### config.mk
export PLATFORM = sky130hd
export DESIGN_NAME = weight_monitor
export DESIGN_NICKNAME = d
export VERILOG_FILES = /design/src/rtl/weight_monitor_pkg.sv /design/src/rtl/weight_monitor_rise_detect.sv /design/src/rtl/weight_monitor.sv
export SDC_FILE = /design/constraint.sdc
export NUM_CORES = 1
export LEC_CHECK = 0
export CORE_MARGIN = 10
export CORE_UTILIZATION = 40
export DETAILED_ROUTE_END_ITERATION = 16
export GPL_TIMING_DRIVEN = 0
export SLEW_MARGIN = 40
export SYNTH_ARGS = -nofsm -noshare
export SYNTH_HDL_FRONTEND = slang
export SYNTH_HIERARCHICAL = 1
export SYNTH_SLANG_ARGS = --single-unit
export TNS_END_PERCENT = 30
### constraint.sdc
create_clock -name clk -period 3.2 [get_ports clk]
set_input_delay 0.32 -clock clk [delete_from_list [all_inputs] [get_ports clk]]
set_output_delay 0.32 -clock clk [all_outputs]
set_load 0.05 [all_outputs]
### src/rtl/weight_monitor_pkg.sv
// Shared types and default constants for the cabin weight monitor.
package weight_pkg;

  typedef enum logic {
    NORMAL   = 1'b0,
    OVERLOAD = 1'b1
  } weight_state_t;

  localparam int DEF_CNT_W      = 8;
  localparam int DEF_CAPACITY   = 5;
  localparam int DEF_HYST       = 1;
  localparam int DEF_ALARM_HALF = 4;

endpackage

### src/rtl/weight_monitor_rise_detect.sv
// Rising-edge detector: the pulse is combinational against a registered
// previous sample, so an edge acts on the same clock edge that samples it.
module rise_detect (
  input  logic clk,
  input  logic button_reset,
  input  logic clear,
  input  logic in,
  output logic pulse
);

  logic prev_q;

  always_ff @(posedge clk) begin
    // NOTE: sequential state uses non-blocking assignments so every register
    // updates from pre-edge values, independent of statement order.
    if (button_reset || clear) prev_q <= 1'b0;
    else                       prev_q <= in;
  end

  assign pulse = in & ~prev_q;

endmodule

### src/rtl/weight_monitor.sv
// Up/down cabin load counter with hysteretic overload flag and door hold.
// Optional blinking overload alarm is enabled by defining WEIGHT_ALARM_EN.
module weight_monitor
  import weight_pkg::*;
#(
  parameter int CNT_W      = DEF_CNT_W,
  parameter int CAPACITY   = DEF_CAPACITY,
  parameter int HYST       = DEF_HYST,
  parameter int ALARM_HALF = DEF_ALARM_HALF
) (
  input  logic             clk,
  input  logic             button_reset,
  input  logic             door,
  input  logic             weight_inc,
  input  logic             weight_dec,
  input  logic             weight_flip_reset,
  output logic [CNT_W-1:0] load_count,
  output logic             near_full,
  output logic             weight_limit_exceeded,
  output logic             door_hold,
  output logic             alarm
);

  localparam logic [CNT_W-1:0] MAX_COUNT = '1;
  localparam logic [CNT_W-1:0] CAP_V     = CNT_W'(CAPACITY);
  localparam logic [CNT_W-1:0] CLEAR_V   = CNT_W'(CAPACITY - HYST);

  if (HYST < 0 || HYST > CAPACITY || ALARM_HALF < 1) begin : g_param_check
    $error("weight_monitor: illegal HYST or ALARM_HALF");
  end

  logic            inc_pulse, dec_pulse;
  logic            clear;
  logic [CNT_W-1:0] count_q, next_count;
  weight_state_t   state_q, next_state;
  logic            near_q;

  assign clear = weight_flip_reset;

  rise_detect u_inc_detect (
    .clk          (clk),
    .button_reset (button_reset),
    .clear        (clear),
    .in           (weight_inc),
    .pulse        (inc_pulse)
  );

  rise_detect u_dec_detect (
    .clk          (clk),
    .button_reset (button_reset),
    .clear        (clear),
    .in           (weight_dec),
    .pulse        (dec_pulse)
  );

  always_comb begin
    // NOTE: defaults first so every path assigns every variable; no latches.
    next_count = count_q;
    if (door) begin
      if (inc_pulse && !dec_pulse && count_q != MAX_COUNT)
        next_count = count_q + 1'b1;
      else if (dec_pulse && !inc_pulse && count_q != '0)
        next_count = count_q - 1'b1;
    end
  end

  // Flags follow next_count so they land on the same edge as the count.
  always_comb begin
    next_state = state_q;
    unique case (state_q)
      NORMAL:   if (next_count > CAP_V)    next_state = OVERLOAD;
      OVERLOAD: if (next_count <= CLEAR_V) next_state = NORMAL;
      default:  next_state = NORMAL;
    endcase
  end

  always_ff @(posedge clk) begin
    if (button_reset || clear) state_q <= NORMAL;
    else                       state_q <= next_state;
  end

  always_ff @(posedge clk) begin
    if (button_reset || clear) begin
      count_q <= '0;
      near_q  <= 1'b0;
    end else begin
      count_q <= next_count;
      near_q  <= (next_count == CAP_V);
    end
  end

  assign load_count            = count_q;
  assign near_full             = near_q;
  assign weight_limit_exceeded = (state_q == OVERLOAD);
  assign door_hold             = (state_q == OVERLOAD);

`ifdef WEIGHT_ALARM_EN
  localparam int AW = (ALARM_HALF > 1) ? $clog2(ALARM_HALF) : 1;
  localparam logic [AW-1:0] HALF_LAST = AW'(ALARM_HALF - 1);

  logic [AW-1:0] blink_q;
  logic          alarm_q;

  // Entry edge starts the alarm high; each ALARM_HALF-cycle phase then flips.
  always_ff @(posedge clk) begin
    if (button_reset || clear || next_state == NORMAL) begin
      blink_q <= '0;
      alarm_q <= 1'b0;
    end else if (state_q == NORMAL) begin
      blink_q <= '0;
      alarm_q <= 1'b1;
    end else if (blink_q == HALF_LAST) begin
      blink_q <= '0;
      alarm_q <= ~alarm_q;
    end else begin
      blink_q <= blink_q + 1'b1;
    end
  end

  assign alarm = alarm_q;
`else
  assign alarm = 1'b0;
`endif

endmodule

After elaboration in Yosys (flattened, before gate mapping) --
Index checks and enable logic that the tools add are counted. W data, S select, Z words.
Word-level totals: register bits 12, bits of input ports 6, logic and storage cells 30
Operators by class: $add $sub $neg 2, magnitude comparators 2, equal/unequal tests 2, muxes and demuxes 6, bitwise gates (word level) 5, reductions and logical operators 8
Operator list (count):
- $mux W8 | 3
- $add A8 B1 Y8 const B | 1
- $eq A8 B3 Y1 const B | 1
- $gt A8 B3 Y1 const B | 1
- $le A8 B3 Y1 const B | 1
- $ne A8 B8 Y1 const B | 1
- $reduce_bool A8 Y1 | 1
- $sub A8 B1 Y8 const B | 1
- $logic_and A1 B1 Y1 | 4
- $not A1 Y1 | 3
- $and A1 B1 Y1 | 2
- $logic_not A1 Y1 | 2
- $mux W1 | 2
- $pmux W1 S2 | 1
- $logic_or A1 B1 Y1 | 1

Logic depth before layout (Yosys ltp) --
word-level depth 11, mapped depth 9

Hierarchy --
The synthesis kept the hierarchy.
Modules (own cells, without submodules):
- weight_monitor | instances 1, cells each 107, area each 899.6 um^2
- rise_detect | instances 2, cells each 3, area each 38.8 um^2

Worst setup path after synthesis --
No wires, ideal clock.
path kind register to register, start point register count_q[0] (netlist: load_count[0]), end point register near_q (netlist: near_full), arrival 2.403 ns, required time 3.084 ns, slack 0.681 ns, stages on the path, launching flop included 9, cells stage by stage dfxtp_1 > inv_1 > ha_1 > nand2b_4 > or4b_2 > and2_2 > o2111a_1 > o211a_1 > and4_1
Between the ends: longest elaborated chain between the ends 6
Ends and longest elaborated chain:
- start: declaration | line weight_monitor.sv:34 | logic [CNT_W-1:0] count_q, next_count;
- start signal: assignment | line weight_monitor.sv:87 | count_q <= next_count;
- parallel branches: the longest is 4 deep, another holds $sub A8 B1 Y8
- $mux W8 (*) | line weight_monitor.sv:59 | if (door) begin
- $eq A8 B3 Y1 (*) | line weight_monitor.sv:88 | near_q <= (next_count == CAP_V);
- end signal: assignment | line weight_monitor.sv:88
- end: declaration | line weight_monitor.sv:36 | logic near_q;
Every way passes the cells marked *. A chain may end at the register's enable or synchronous reset.

Final worst setup path --
start point input weight_dec, end point register near_q (netlist: near_full)
Between the ends: longest elaborated chain between the ends 7
Ends and longest elaborated chain:
- start: declaration | line weight_monitor.sv:15 | input logic weight_dec,
- $and A1 B1 Y1 (*) | line weight_monitor_rise_detect.sv:20 | assign pulse = in & ~prev_q;
- named net dec_pulse | line weight_monitor.sv:32 | logic inc_pulse, dec_pulse;
- $logic_and A1 B1 Y1 or $logic_not A1 Y1 (tied branches) | line weight_monitor.sv:62, weight_monitor.sv:60
- $logic_and A1 B1 Y1 (on tied branches) | line weight_monitor.sv:62, weight_monitor.sv:60
- $mux W8 or $logic_and A1 B1 Y1 (tied branches) | line weight_monitor.sv:62, weight_monitor.sv:60
- $mux W8 (*) | line weight_monitor.sv:60 | if (inc_pulse && !dec_pulse && count_q != MAX_COUNT)
- $mux W8 (*) | line weight_monitor.sv:59
- $eq A8 B3 Y1 (*) | line weight_monitor.sv:88
The timed path passes the listed nets; every way through them passes the cells marked *.

==> summary.txt <==
Clocking
  • H-Tree Depth: 1
  • TritonCTS clock tree: yes
  • Clock Latency Late Sink: 290 ps
  • CTS max path bufs: 2
  • Clock buffer count from CTS: 3
  • Post CTS Setup Buffer Count: 0
  • CTS Hold Bufs: 0
  • Root buf cell: sky130_fd_sc_hd__clkbuf_4
  • Gates resized, CTS repair: 0
  • Clk sink count: 12
  • Clock slew at reported path FFs: 90 ps

Finish
  • Fraction of layout cells with a size suffix above 1: 21.8%
  • Area taken by flip-flops and latches: 240 um^2
  • Multi-input gate area: 628 um^2
  • Fill cell instance count of the final layout: 203
  • Layout-stage area growth over the synthesis result: 23.7%
  • Count of inserted antenna diode cells: 0
  • Net count, final: 142

Synthesis
  • Cell count after synthesis: 113
  • Main combinational cell family by area after synthesis: simple AND/OR/NAND/NOR gates
  • Multiplexer area fraction after synthesis: 0%
  • Synth Area in Compound Gates: 25.2%
  • Area leader, netlist: sky130_fd_sc_hd__dfxtp_1
  • Count of warnings emitted by yosys: 6
  • Number of synthesized register bits: 12
  • Yosys top cell area share: 24.6%
  • Part of the Yosys area used for sequential elements: between 20% and 30%
  • Asr flop ratio synth: 0%
  • Xor and xnor area share after synthesis: approximately 4.5%
  • Primary flip-flop cell chosen by synthesis mapping: sky130_fd_sc_hd__dfxtp_1
  • Nets in the synthesized netlist: 121
  • Syn Std Cell Area: 977 um^2
  • Simple-gate portion of the synthesized area: a little under a third
  • Area share of fa/ha/maj cells after synthesis: 2.56%
  • Synth unique cells: 55
  • Top cells by area, synth: sky130_fd_sc_hd__dfxtp_1 25%, sky130_fd_sc_hd__buf_6 4.6%, sky130_fd_sc_hd__xnor2_1 3.6%
  • Count of flip-flops with a built-in enable after synthesis: 0
  • Average cell area after synthesis: 8.65 um^2

STA
  • Transition time at the pin with the least slew margin: 580 ps
  • Final-layout setup total negative slack: 0 ps
  • Max Freq: 386 MHz
  • Clock Skew: between 1 and 1.5 ps
  • Portion of the clock cycle consumed by the worst path in the final layout: 81.1%
  • RSZ-0062 raised after global routing: false
  • Final number of setup-violating endpoints: 0
  • Minimum clock period: 2590 ps
  • Worst slew slack as a fraction of its limit: 60.3%
  • Final Hold Fails: 0
  • Fin Hold WS: 621 ps
  • Number of max-slew violations in the final report: 0

Placed design
  • Total of buffers placed on input and output ports: 16
  • Gp weighted congestion: 0.888
  • Final HPWL from detailed placement: 1850 um

Hold path
  • Type of the worst min-delay path: in2reg

Power
  • Cell area power density: 346 nW/um^2
  • Leak: 0.000443 uW
  • Worst VDD drop: 0.000193 V
  • Total power of the final layout: 418 uW

Global route
  • Number of global-route vias before repair: 846
  • Leftover overflow at the end of global routing: 0
  • First-pass GRT wire length: 4050 um
  • Largest net degree at the start of global routing: 11
  • Combined global-route utilization of all metal layers: around a tenth
  • Antenna violations before repair: 0

Floorplanning
  • Width of the die: 69.4 um
  • FP Rows: 17
  • Effective utilization at floorplan: about 43%
  • Vertical die dimension: 69.4 um
  • Top-level port count: 18
  • Overall die area: 4820 um^2
  • CORE AREA: between 2000 and 2500 um^2

Drt
  • Detailed-route via count: between 900 and 1000
  • Vias per inst: around 5.7
  • Post-detailed-route DRC marker count: 0
  • Number of antenna-violating nets in the routed design: 0
  • DRT iter0 DRCs: 42
  • Detailed Routing Iterations Pass 1: 4
  • Routed len/inst: between 15 and 20 um
  • Total detailed-routing wirelength: 2470 um

Worst setup path
  • Delay of the slowest cell on the worst path: 660 ps
  • Type of element launching the critical path: input port
  • Max FO, Critical Path: 4
  • Setup Crit Path Kind: in2reg
  • Worst Path Arrival: 2780 ps
  • Critical path cell sequence: clkdlybuf4s50_1 -> nor2b_1 -> and2b_2 -> or4b_2 -> and2_2 -> o2111a_1 -> o211a_1 -> and4_1
  • Req. time, crit path: 3390 ps
  • Cell with the largest stage delay on the worst path: sky130_fd_sc_hd__or4b_2
  • Crit. End Element: flop

Outcome
  • Run status: finished clean

Job
  • # Max-Cap Violations: 0
## placed cells by master (no fill, tap or decap), types with 3 or more instances in the layout
cell type and instances:
sky130_fd_sc_hd__o21ai_0 4, sky130_fd_sc_hd__or3_1 3, sky130_fd_sc_hd__xnor2_1 4, sky130_fd_sc_hd__buf_4 4, sky130_fd_sc_hd__clkdlybuf4s50_1 16, sky130_fd_sc_hd__nor2b_1 3, sky130_fd_sc_hd__nand3_1 5, sky130_fd_sc_hd__clkbuf_4 3
sky130_fd_sc_hd__nor3_1 3, sky130_fd_sc_hd__nand2_1 5, sky130_fd_sc_hd__dfxtp_1 12, sky130_fd_sc_hd__a21oi_1 3, sky130_fd_sc_hd__nor2_1 7, sky130_fd_sc_hd__buf_6 4, sky130_fd_sc_hd__inv_1 3, sky130_fd_sc_hd__o211ai_1 3
## per-layer routing
| layer | vias up | GRT usage [%] | part of all wire [%] |
|---|---|---|---|
| li1 | 458 | - | - |
| met1 | 420 | 12.7 | 45 |
| met2 | 33 | 14.7 | 44 |
| met3 | 7 | 2.71 | 8.0 |
| met4 | 0 | 5.99 | 2.8 |
| met5 | - | 0 | 0 |
## final cells by class
cell class              instances  area share [%]
clock buffers                   4            3.00
well taps                      28            2.90
multi-input cells              87            52.0
repair buffers                 16            13.3
plain buffers                  11            8.07
inverters                       3           0.932
flip-flops and latches         12            19.9
## registers in the layout, indices dropped and copies added (netlist names)
register and flops:
near_full 1, u_dec_detect/prev_q 1, door_hold 1, u_inc_detect/prev_q 1
load_count 8
## kinds of logic after synthesis
kind of cell	count (synthesis)
buffers and inverters	14
XOR/XNOR	5
AO/OA/AOI/OAI	31
AND/OR/NAND/NOR	48
other	1
adder cells (fa/ha/maj)	2
flip-flops	12
## worst paths after layout
kind	start	end	slack (ps)	cells past startpoint
max	weight_dec	near_full	610	8
min	weight_dec	u_dec_detect/prev_q	620	2
max reg2reg	load_count[0]	near_full	730	8
min reg2reg	load_count[1]	load_count[1]	640	2
## synth_stat cells, types with 3 or more instances
library cell	instances
sky130_fd_sc_hd__dfxtp_1	12
sky130_fd_sc_hd__nor2_1	7
sky130_fd_sc_hd__nand2_1	5
sky130_fd_sc_hd__nand3_1	5
sky130_fd_sc_hd__buf_4	4
sky130_fd_sc_hd__buf_6	4
sky130_fd_sc_hd__o21ai_0	4
sky130_fd_sc_hd__xnor2_1	4
sky130_fd_sc_hd__a21oi_1	3
sky130_fd_sc_hd__inv_1	3
sky130_fd_sc_hd__nor2b_1	3
sky130_fd_sc_hd__nor3_1	3
sky130_fd_sc_hd__o211ai_1	3
sky130_fd_sc_hd__or3_1	3
## critical path, delay by kind of cell
| kind | cells | cell delay (ps) |
|---|---|---|
| AND/OR/NAND/NOR | 5 | 1530 |
| buffers and inverters | 1 | 460 |
| AO/OA/AOI/OAI | 2 | 480 |
## per-stage QoR
| stage | instances | setup WS, ps | utilization [%] | area, um^2 |
|---|---|---|---|---|
| after floorplan | 113 | 681 | - | 977 |
| after global placement | 157 | 321 | 51.5 | 1170 |
| after detailed placement | 157 | 307 | 51.5 | 1170 |
| after CTS | 161 | 604 | 53.1 | 1210 |
| after global routing | 161 | 508 | 53.1 | 1210 |
| final | 161 | 606 | 53.1 | 1210 |
## where the power goes
group / internal [uW] / switching [uW]
Combinational: 55.7 / 72.1
Clock: 69.3 / 62.7
Sequential: 154 / 4.16
Total: 279 / 139
Power figures use the tool's default switching activity.
